$ cat src/rtl/cacheline_arbiter_pkg.sv
// Shared types for the cacheline arbiter: FSM encoding, grant encoding and
// the two-way round-robin pick used in IDLE.
package cacheline_arbiter_pkg;

  localparam int LINE_BYTES = 32;
  localparam int ARB_ADDR_W = 32;
  localparam int ARB_LINE_W = 256;
  localparam int LINE_OFF_W = $clog2(LINE_BYTES);

  typedef enum logic [1:0] {
    ARB_IDLE,
    ARB_SERVE_I,
    ARB_SERVE_D
  } arb_state_t;

  typedef enum logic {
    GNT_I = 1'b0,
    GNT_D = 1'b1
  } grant_t;

  // When both sides request, the side that did not win last time goes next.
  function automatic grant_t arb_pick(input logic   i_req,
                                      input logic   d_req,
                                      input grant_t last);
    grant_t g;
    g = GNT_I;
    if (i_req && d_req) begin
      if (last == GNT_I) g = GNT_D;
      else               g = GNT_I;
    end else if (d_req) begin
      g = GNT_D;
    end
    return g;
  endfunction

endpackage

$ cat src/rtl/cacheline_arbiter.sv
// Shares one cacheline-adapter port between the I-cache and D-cache, one
// whole-line transaction at a time, with round-robin between the two.
//
//  state        | meaning
//  ARB_IDLE     | no transaction; pick a requester, latch its addr/op/data
//  ARB_SERVE_I  | I-fill in flight on the adapter; wait for mem_resp
//  ARB_SERVE_D  | D-fill or writeback in flight; wait for mem_resp
module cacheline_arbiter
  import cacheline_arbiter_pkg::*;
#(
  parameter int ADDR_W = ARB_ADDR_W,
  parameter int LINE_W = ARB_LINE_W
) (
  input  logic              clk,
  input  logic              rst,

  input  logic [ADDR_W-1:0] i_addr,
  input  logic              i_read,
  output logic [LINE_W-1:0] i_rdata,
  output logic              i_resp,

  input  logic [ADDR_W-1:0] d_addr,
  input  logic              d_read,
  input  logic              d_write,
  input  logic [LINE_W-1:0] d_wdata,
  output logic [LINE_W-1:0] d_rdata,
  output logic              d_resp,

  output logic [ADDR_W-1:0] mem_addr,
  output logic              mem_read,
  output logic              mem_write,
  output logic [LINE_W-1:0] mem_wdata,
  input  logic [LINE_W-1:0] mem_rdata,
  input  logic              mem_resp
);

  arb_state_t        state_q;
  grant_t            last_grant_q;
  grant_t            grant_d;
  logic [ADDR_W-1:0] mem_addr_q;
  logic [LINE_W-1:0] mem_wdata_q;
  logic              mem_read_q;
  logic              mem_write_q;
  logic              i_req;
  logic              d_req;

  assign i_req   = i_read;
  assign d_req   = d_read | d_write;
  assign grant_d = arb_pick(i_req, d_req, last_grant_q);

  // Requests are only looked at in IDLE; while serving, everything comes from
  // the copies latched at grant time.
  always_ff @(posedge clk or negedge rst) begin
    if (!rst) begin
      state_q      <= ARB_IDLE;
      last_grant_q <= GNT_I;
      mem_addr_q   <= '0;
      mem_wdata_q  <= '0;
      mem_read_q   <= 1'b0;
      mem_write_q  <= 1'b0;
    end else begin
      case (state_q)
        ARB_IDLE: begin
          if (i_req || d_req) begin
            last_grant_q <= grant_d;
            if (grant_d == GNT_D) begin
              mem_addr_q  <= d_addr;
              mem_wdata_q <= d_wdata;
              // read+write together is illegal; the write wins
              mem_write_q <= d_write;
              mem_read_q  <= ~d_write;
              state_q     <= ARB_SERVE_D;
            end else begin
              mem_addr_q  <= i_addr;
              mem_write_q <= 1'b0;
              mem_read_q  <= 1'b1;
              state_q     <= ARB_SERVE_I;
            end
          end
        end
        ARB_SERVE_I, ARB_SERVE_D: begin
          if (mem_resp) begin
            mem_read_q  <= 1'b0;
            mem_write_q <= 1'b0;
            state_q     <= ARB_IDLE;
          end
        end
        default: begin
          mem_read_q  <= 1'b0;
          mem_write_q <= 1'b0;
          state_q     <= ARB_IDLE;
        end
      endcase
    end
  end

  assign mem_addr  = mem_addr_q;
  assign mem_wdata = mem_wdata_q;
  assign mem_read  = mem_read_q;
  assign mem_write = mem_write_q;

  assign i_resp  = (state_q == ARB_SERVE_I) && mem_resp;
  assign d_resp  = (state_q == ARB_SERVE_D) && mem_resp;
  assign i_rdata = mem_rdata;
  assign d_rdata = mem_rdata;

  always_ff @(posedge clk) begin
    if (rst) begin
      assert (!(d_read && d_write))
        else $warning("d_read and d_write both high; treated as write");
      assert (!(mem_resp && state_q == ARB_IDLE))
        else $warning("mem_resp seen while IDLE; ignored");
      assert (!(state_q == ARB_IDLE && d_req && d_addr[LINE_OFF_W-1:0] != '0))
        else $warning("d_addr not line aligned");
      assert (!(state_q == ARB_IDLE && i_req && i_addr[LINE_OFF_W-1:0] != '0))
        else $warning("i_addr not line aligned");
      assert (!(mem_read_q && mem_write_q))
        else $error("mem_read and mem_write high together");
      assert (!(i_resp && d_resp))
        else $error("i_resp and d_resp high together");
    end
  end

endmodule

$ cat config.mk
export PLATFORM = sky130hd
export DESIGN_NAME = cacheline_arbiter
export DESIGN_NICKNAME = d
export VERILOG_FILES = /design/src/rtl/cacheline_arbiter_pkg.sv /design/src/rtl/cacheline_arbiter.sv
export SDC_FILE = /design/constraint.sdc
export NUM_CORES = 1
export LEC_CHECK = 0
export BUFFER_PORTS_ARGS = -buffer_cell sky130_fd_sc_hd__clkbuf_2
export CAP_MARGIN = 20
export CORE_AREA = 2 2 544 546
export CTS_BUF_LIST = sky130_fd_sc_hd__clkbuf_4 sky130_fd_sc_hd__clkbuf_8 sky130_fd_sc_hd__clkbuf_16
export CTS_CLUSTER_DIAMETER = 100
export DETAILED_ROUTE_END_ITERATION = 8
export DIE_AREA = 0 0 546 548
export SYNTH_ARGS = -nofsm -noshare
export SYNTH_HDL_FRONTEND = slang
export SYNTH_SLANG_ARGS = --single-unit
$ cat constraint.sdc
create_clock -name clk -period 4.3 [get_ports clk]
set_input_delay 0.86 -clock clk [delete_from_list [all_inputs] [get_ports clk]]
set_output_delay 0.86 -clock clk [all_outputs]
set_load 0.01 [all_outputs]
==> flow_metrics.env, run 1 <==
export IMPL_final_layout_size_suffix_gt1_frac=0.563
export IMPL_firstDrtPassIters=4
export IMPL_yosysTopAreaCell="dfrtp_1"
export IMPL_grt_usage=0.0881
export IMPL_cts_tree="yes"
export IMPL_p_int_uw=9030
export IMPL_p_leak_uw=0.00840
export IMPL_timing_final_crit_share=0.588
export IMPL_ctsResizeCount=0
export IMPL_netlist_instances=1218
export IMPL_grt_setup_unrepaired="no"
export IMPL_drc_errors=0
export IMPL_grt_pass1_wl_um=160000
export IMPL_htreeDepth=2
export IMPL_yosysTopAreaCellShare=0.485
export IMPL_crit_family="flip-flops"
export IMPL_slew_headroom=0.458
export IMPL_port_buffers=617
export IMPL_antenna_found_initial=101
export IMPL_nNetsFinal=1938
export IMPL_p_clk_frac=0.256
export IMPL_synth_area_per_cell_um2=12.4
export IMPL_synth_area_um2=15100
export IMPL_period_minus_slack_ns=2.53
export IMPL_worstPathCellList="inv_1 -> ha_1 -> and2_1 -> clkbuf_2"
export IMPL_path_buf_inv=2
export IMPL_gp_congestion=0.814
export IMPL_swShare=0.453
export IMPL_via_count=9987
export IMPL_die_w_um=546
export IMPL_clock_sinks=293
export IMPL_row_count=199
export IMPL_cts_root_buf="clkbuf_16"
export IMPL_drt_wirelength_per_cell_um=25.5
export IMPL_syn2layout_area_growth_pct=38.6
export IMPL_clkLatencyLatePin_ns=0.71
export IMPL_drt_vias_per_instance=1.88
export IMPL_status="complete, no violations"
export IMPL_ir_drop_uv=315
export IMPL_cts_hold_buf=0
export IMPL_die_h_um=548
export IMPL_slew_viol_final=0
export IMPL_critPathMaxStageDelay_ns=0.40
export IMPL_hold_viol_final=0
export IMPL_drt_iter0_markers=471
export IMPL_power_total_uw=16500
export IMPL_clk_pin_slew_worst_paths_ns=0.06
export IMPL_postRouteAntennaNets=0
export IMPL_drt_total_wl_um=136000
export IMPL_cp_slowest_cell="dfrtp_1"
export IMPL_cts_buffer_depth=3
export IMPL_numCtsBuffers=48
export IMPL_worstPathRequired_ns=3.44
export IMPL_final_cell_mix="616 x clkbuf_2, 293 x dfrtp_1, 200 x mux2_1, 56 x mux2_2, 49 x clkbuf_16"
export IMPL_path_class="flip-flop to output pin"
export IMPL_crit_fanout=3
export IMPL_ys_ff_latch=293
export IMPL_grt_pass1_vias=10689
export IMPL_min_path_type="input port to async pin"
export IMPL_synth_cell_types=23
export IMPL_p_sw_uw=7470
export IMPL_max_cap_viol_count=0
export IMPL_tightest_slew_ns=0.813
export IMPL_fmax_mhz=396
export IMPL_power_frac_seq=0.307
export IMPL_grt_max_degree=70
export IMPL_synthTopCellsByArea="dfrtp_1 48%, buf_4 27%, mux2_1 15%"
export IMPL_syn_nets=1803
export IMPL_final_common_cell="clkbuf_2"
export IMPL_crit_path_start_kind="flip-flop"
export IMPL_cp_arrival_ns=1.67
export IMPL_yosys_warnings=0
export IMPL_endpoint_kind="output pin"
export IMPL_die_area_um2=299000
export IMPL_setup_tns_ns=0
export IMPL_pin_count=1386
export IMPL_fin_worst_skew_ns=0.0271
export IMPL_final_util=0.0715
export IMPL_gr_total_overflow=0
export IMPL_coreArea_um2=293000
export IMPL_hpwl_um=122000
export IMPL_power_frac_comb=0.438
export IMPL_start_util=0.0516
export IMPL_cts_setup_buffers=0
export IMPL_finalSetupViolCount=0
export IMPL_ys_seq_area_frac=0.485
export IMPL_powerDensity_nw_per_um2=787
[synth_stat cells, drive strengths merged]
| cell | instances |
|---|---|
| ha | 3 |
| nand2 | 36 |
| o2bb2ai | 2 |
| o31ai | 1 |
| a22o | 2 |
| and2 | 2 |
| a32o | 1 |
| mux2i | 32 |
| o211ai | 1 |
| nor2b | 1 |
| nor3 | 1 |
| mux2 | 256 |
| o21ai | 32 |
| buf | 549 |
| dfrtp | 293 |
| clkbuf | 2 |
| a21o | 1 |
| nor2 | 1 |
| inv | 2 |
[logic make-up after synthesis]
logic type               count (synthesis)  synth area share
buffers and inverters                  553             0.273
flip-flops                             293             0.485
multiplexers                           288             0.212
AND/OR/NAND/NOR                         41            0.0108
AO/OA/AOI/OAI                           40            0.0167
adder cells (fa/ha/maj)                  3           0.00248
[state kept, by name (all words and copies together) (netlist names)]
name	flops
mem_write	1
mem_wdata	256
mem_read	1
mem_addr	32
state_q	2
last_grant_q	1
[stage by stage]
| step | std cells | worst slack (ns) | hold WS, ns | instance area, um^2 |
|---|---|---|---|---|
| 2_1_floorplan | 1218 | 2.29 | 0.481 | 15100 |
| 3_3_place_gp | 5222 | 1.46 | 0.466 | 19300 |
| 3_5_place_dp | 5222 | 1.42 | 0.474 | 19300 |
| 4_1_cts | 5311 | 1.65 | 0.0764 | 20900 |
| 5_1_grt | 5313 | 1.62 | 0.115 | 20900 |
| 6_report | 5319 | 1.77 | 0.126 | 21000 |
[metal layers]
layer	track usage	part of all wire	vias up
met1	0.0688	0.27	4485
li1	-	-	3804
met4	0.0474	0.059	12
met3	0.110	0.28	548
met2	0.122	0.39	1138
met5	0.00760	0.0026	-
[path summary, 6_finish.rpt]
check	start	endpoint	slack [ns]	cells past startpoint
max in group asynchronous	rst	mem_wdata[138]	3.34	2
worst max register to register	state_q[0]	mem_wdata[92]	2.25	6
worst min-delay path	rst	mem_wdata[115]	0.13	1
min in group clk	d_wdata[148]	mem_wdata[148]	0.36	2
worst min register to register	mem_addr[4]	mem_addr[4]	0.49	2
worst max-delay path	state_q[1]	i_resp	1.77	4
[area by class of cell]
class	instances	area (um^2)
fillers	34200	272000
flip-flops and latches	293	7330
well taps	3919	4900
multi-input cells	372	3680
repair buffers	636	3340
clock buffers	62	1360
clock inverters	27	322
diodes	8	20.0
inverters	2	7.51
[power groups by stage]
| stage | Sequential (uW) | Clock, uW | Combinational [uW] |
|---|---|---|---|
| 2_1_floorplan | 5560 | 0 | 2600 |
| 3_3_place_gp | 5010 | 0 | 7440 |
| 3_5_place_dp | 5090 | 0 | 7550 |
| 4_1_cts | 5070 | 4490 | 7560 |
| 5_1_grt | 5240 | 4550 | 8000 |
| 6_report | 5060 | 4220 | 7230 |
Note: power is estimated with default switching activity, not from simulation.
==> run 2, diff against run 1 <==
CORE_AREA = 2 2 547 549   (was 2 2 544 546)
DIE_AREA = 0 0 549 551   (was 0 0 546 548)
clock period = 2.22 ns   (was 4.3 ns; I/O delays follow)
==> flow_metrics.env, run 2 (synthesis results as in run 1) <==
export IMPL_die_w_um=549
export IMPL_gp_congestion=0.744
export IMPL_via_count=11535
export IMPL_grt_max_degree=62
export IMPL_slew_headroom=0.663
export IMPL_final_common_cell="clkbuf_2"
export IMPL_endpoint_kind="output pin"
export IMPL_hpwl_um=150000
export IMPL_start_util=0.0510
export IMPL_crit_fanout=3
export IMPL_powerDensity_nw_per_um2=1410
export IMPL_crit_path_start_kind="flip-flop"
export IMPL_postRouteAntennaNets=0
export IMPL_clock_sinks=293
export IMPL_clk_pin_slew_worst_paths_ns=0.06
export IMPL_tightest_slew_ns=0.506
export IMPL_die_area_um2=302000
export IMPL_drt_vias_per_instance=2.04
export IMPL_final_cell_mix="614 x clkbuf_2, 311 x dlygate4sd3_1, 293 x dfrtp_1, 200 x mux2_1, 56 x mux2_2"
export IMPL_grt_pass1_vias=12480
export IMPL_hold_viol_final=0
export IMPL_fillers=34542
export IMPL_largest_register_ffs=256
export IMPL_fin_ws_ns=0.141
export IMPL_multi_input_area_um2=3680
export IMPL_fin_area_um2=24300
export IMPL_postPlaceCellArea_um2=19400
export IMPL_final_layout_size_suffix_gt1_frac=0.463
export IMPL_setup_tns_ns=0
export IMPL_p_leak_uw=0.00977
export IMPL_antenna_found_initial=100
export IMPL_syn2layout_area_growth_pct=60.5
export IMPL_cp_arrival_ns=1.64
export IMPL_dp_slack_ns=0.207
export IMPL_timing_final_crit_share=0.937
export IMPL_min_path_type="input port to flip-flop"
export IMPL_status="complete, no violations"
export IMPL_drc_errors=0
export IMPL_htreeDepth=2
export IMPL_power_total_uw=34300
export IMPL_worstPathRequired_ns=1.78
export IMPL_clkLatencyLatePin_ns=0.67
export IMPL_gr_total_overflow=0
export IMPL_cts_tree="yes"
export IMPL_grt_setup_unrepaired="no"
export IMPL_coreArea_um2=296000
export IMPL_finalSetupViolCount=0
export IMPL_pin_count=1386
export IMPL_final_seq_area_um2=7330
export IMPL_numCtsBuffers=49
export IMPL_max_cap_viol_count=0
export IMPL_nNetsFinal=2258
export IMPL_die_h_um=551
export IMPL_ir_drop_uv=893
export IMPL_period_minus_slack_ns=2.08
export IMPL_firstDrtPassIters=5
export IMPL_path_class="flip-flop to output pin"
export IMPL_cts_root_buf="clkbuf_16"
export IMPL_slew_viol_final=0
export IMPL_row_count=200
export IMPL_grt_usage=0.105
export IMPL_drt_wirelength_per_cell_um=29.1
export IMPL_port_buffers=617
export IMPL_drt_total_wl_um=164000
export IMPL_cts_buffer_depth=3
export IMPL_fin_worst_skew_ns=0.0469
export IMPL_fmax_mhz=481
export IMPL_grt_pass1_wl_um=193000
export IMPL_drt_iter0_markers=600
[run 2: cell types whose count changed in the layout (fill, tap and decap cells not counted), moves of 2 or more]
cell / change
clkbuf_8: +2
clkbuf_2: -2
bufinv_16: +3
buf_4: +3
buf_12: +5
dlygate4sd3_1: +311
inv_8: -5
inv_6: +3
clkbuf_4: -2
[run 2: worst max-delay path, stage by stage, from the launching register on]
cell,delay [ns]
dfrtp_1,0.40
inv_2,0.06
ha_1,0.19
and2_1,0.14
clkbuf_8,0.16
[run 2: cell type report]
class                           count  area share
Sequential cell                   293       0.302
Timing Repair Buffer              955       0.271
Tap cell                         3939       0.203
Multi-Input combinational cell    372       0.152
Clock buffer                       60      0.0557
Clock inverter                     28      0.0152
Antenna cell                        7    0.000722
Inverter                            2    0.000309
[run 2: what timing repair did]
| item | in CTS | in global routing |
|---|---|---|
| resized for setup | 3 | 2 |
| setup endpoints to repair | 1 | 1 |
| buffers inserted | 1 | 0 |
| endpoints found under the hold margin | 342 | 0 |
| hold buffers | 311 | 0 |
| gates cloned | 0 | 0 |
[run 2: per-layer routing]
layer / vias to the layer above / global-route usage / wire [um]
met5: - / 0.0156 / 348
met4: 8 / 0.0432 / 8150
met3: 563 / 0.121 / 42000
met2: 1208 / 0.154 / 67100
met1: 5318 / 0.0869 / 46900
li1: 4438 / - / -
[run 2: path summary, 6_finish.rpt]
check                                from              to  slack, ns  cells past startpoint
setup / recovery               state_q[0]          d_resp       0.14                      4
hold / removal                  d_addr[4]     mem_addr[4]        0.1                      3
setup reg to reg               state_q[0]  mem_wdata[231]       0.25                      6
hold reg to reg            mem_wdata[155]  mem_wdata[155]       0.49                      1
max in group asynchronous             rst   mem_wdata[85]       1.16                      3
min in group asynchronous             rst  mem_wdata[245]       0.24                      2
[run 2: stage by stage]
stage	util	std cells	hold WS (ns)
3_3_place_gp	0.0655	5249	0.374
6_report	0.0819	5656	0.0974
3_5_place_dp	0.0655	5249	0.384
5_1_grt	0.0819	5653	0.0575
2_1_floorplan	-	1218	0.148
4_1_cts	0.0819	5649	0.000540
[run 2: power breakdown]
part / total (uW) / switching, uW / internal [uW] / leakage [uW]
Clock: 8510 / 3360 / 5150 / 0.000840
Sequential: 9680 / 1560 / 8120 / 0.00345
Combinational: 16100 / 11000 / 5080 / 0.00548
Total: 34300 / 15900 / 18400 / 0.00977
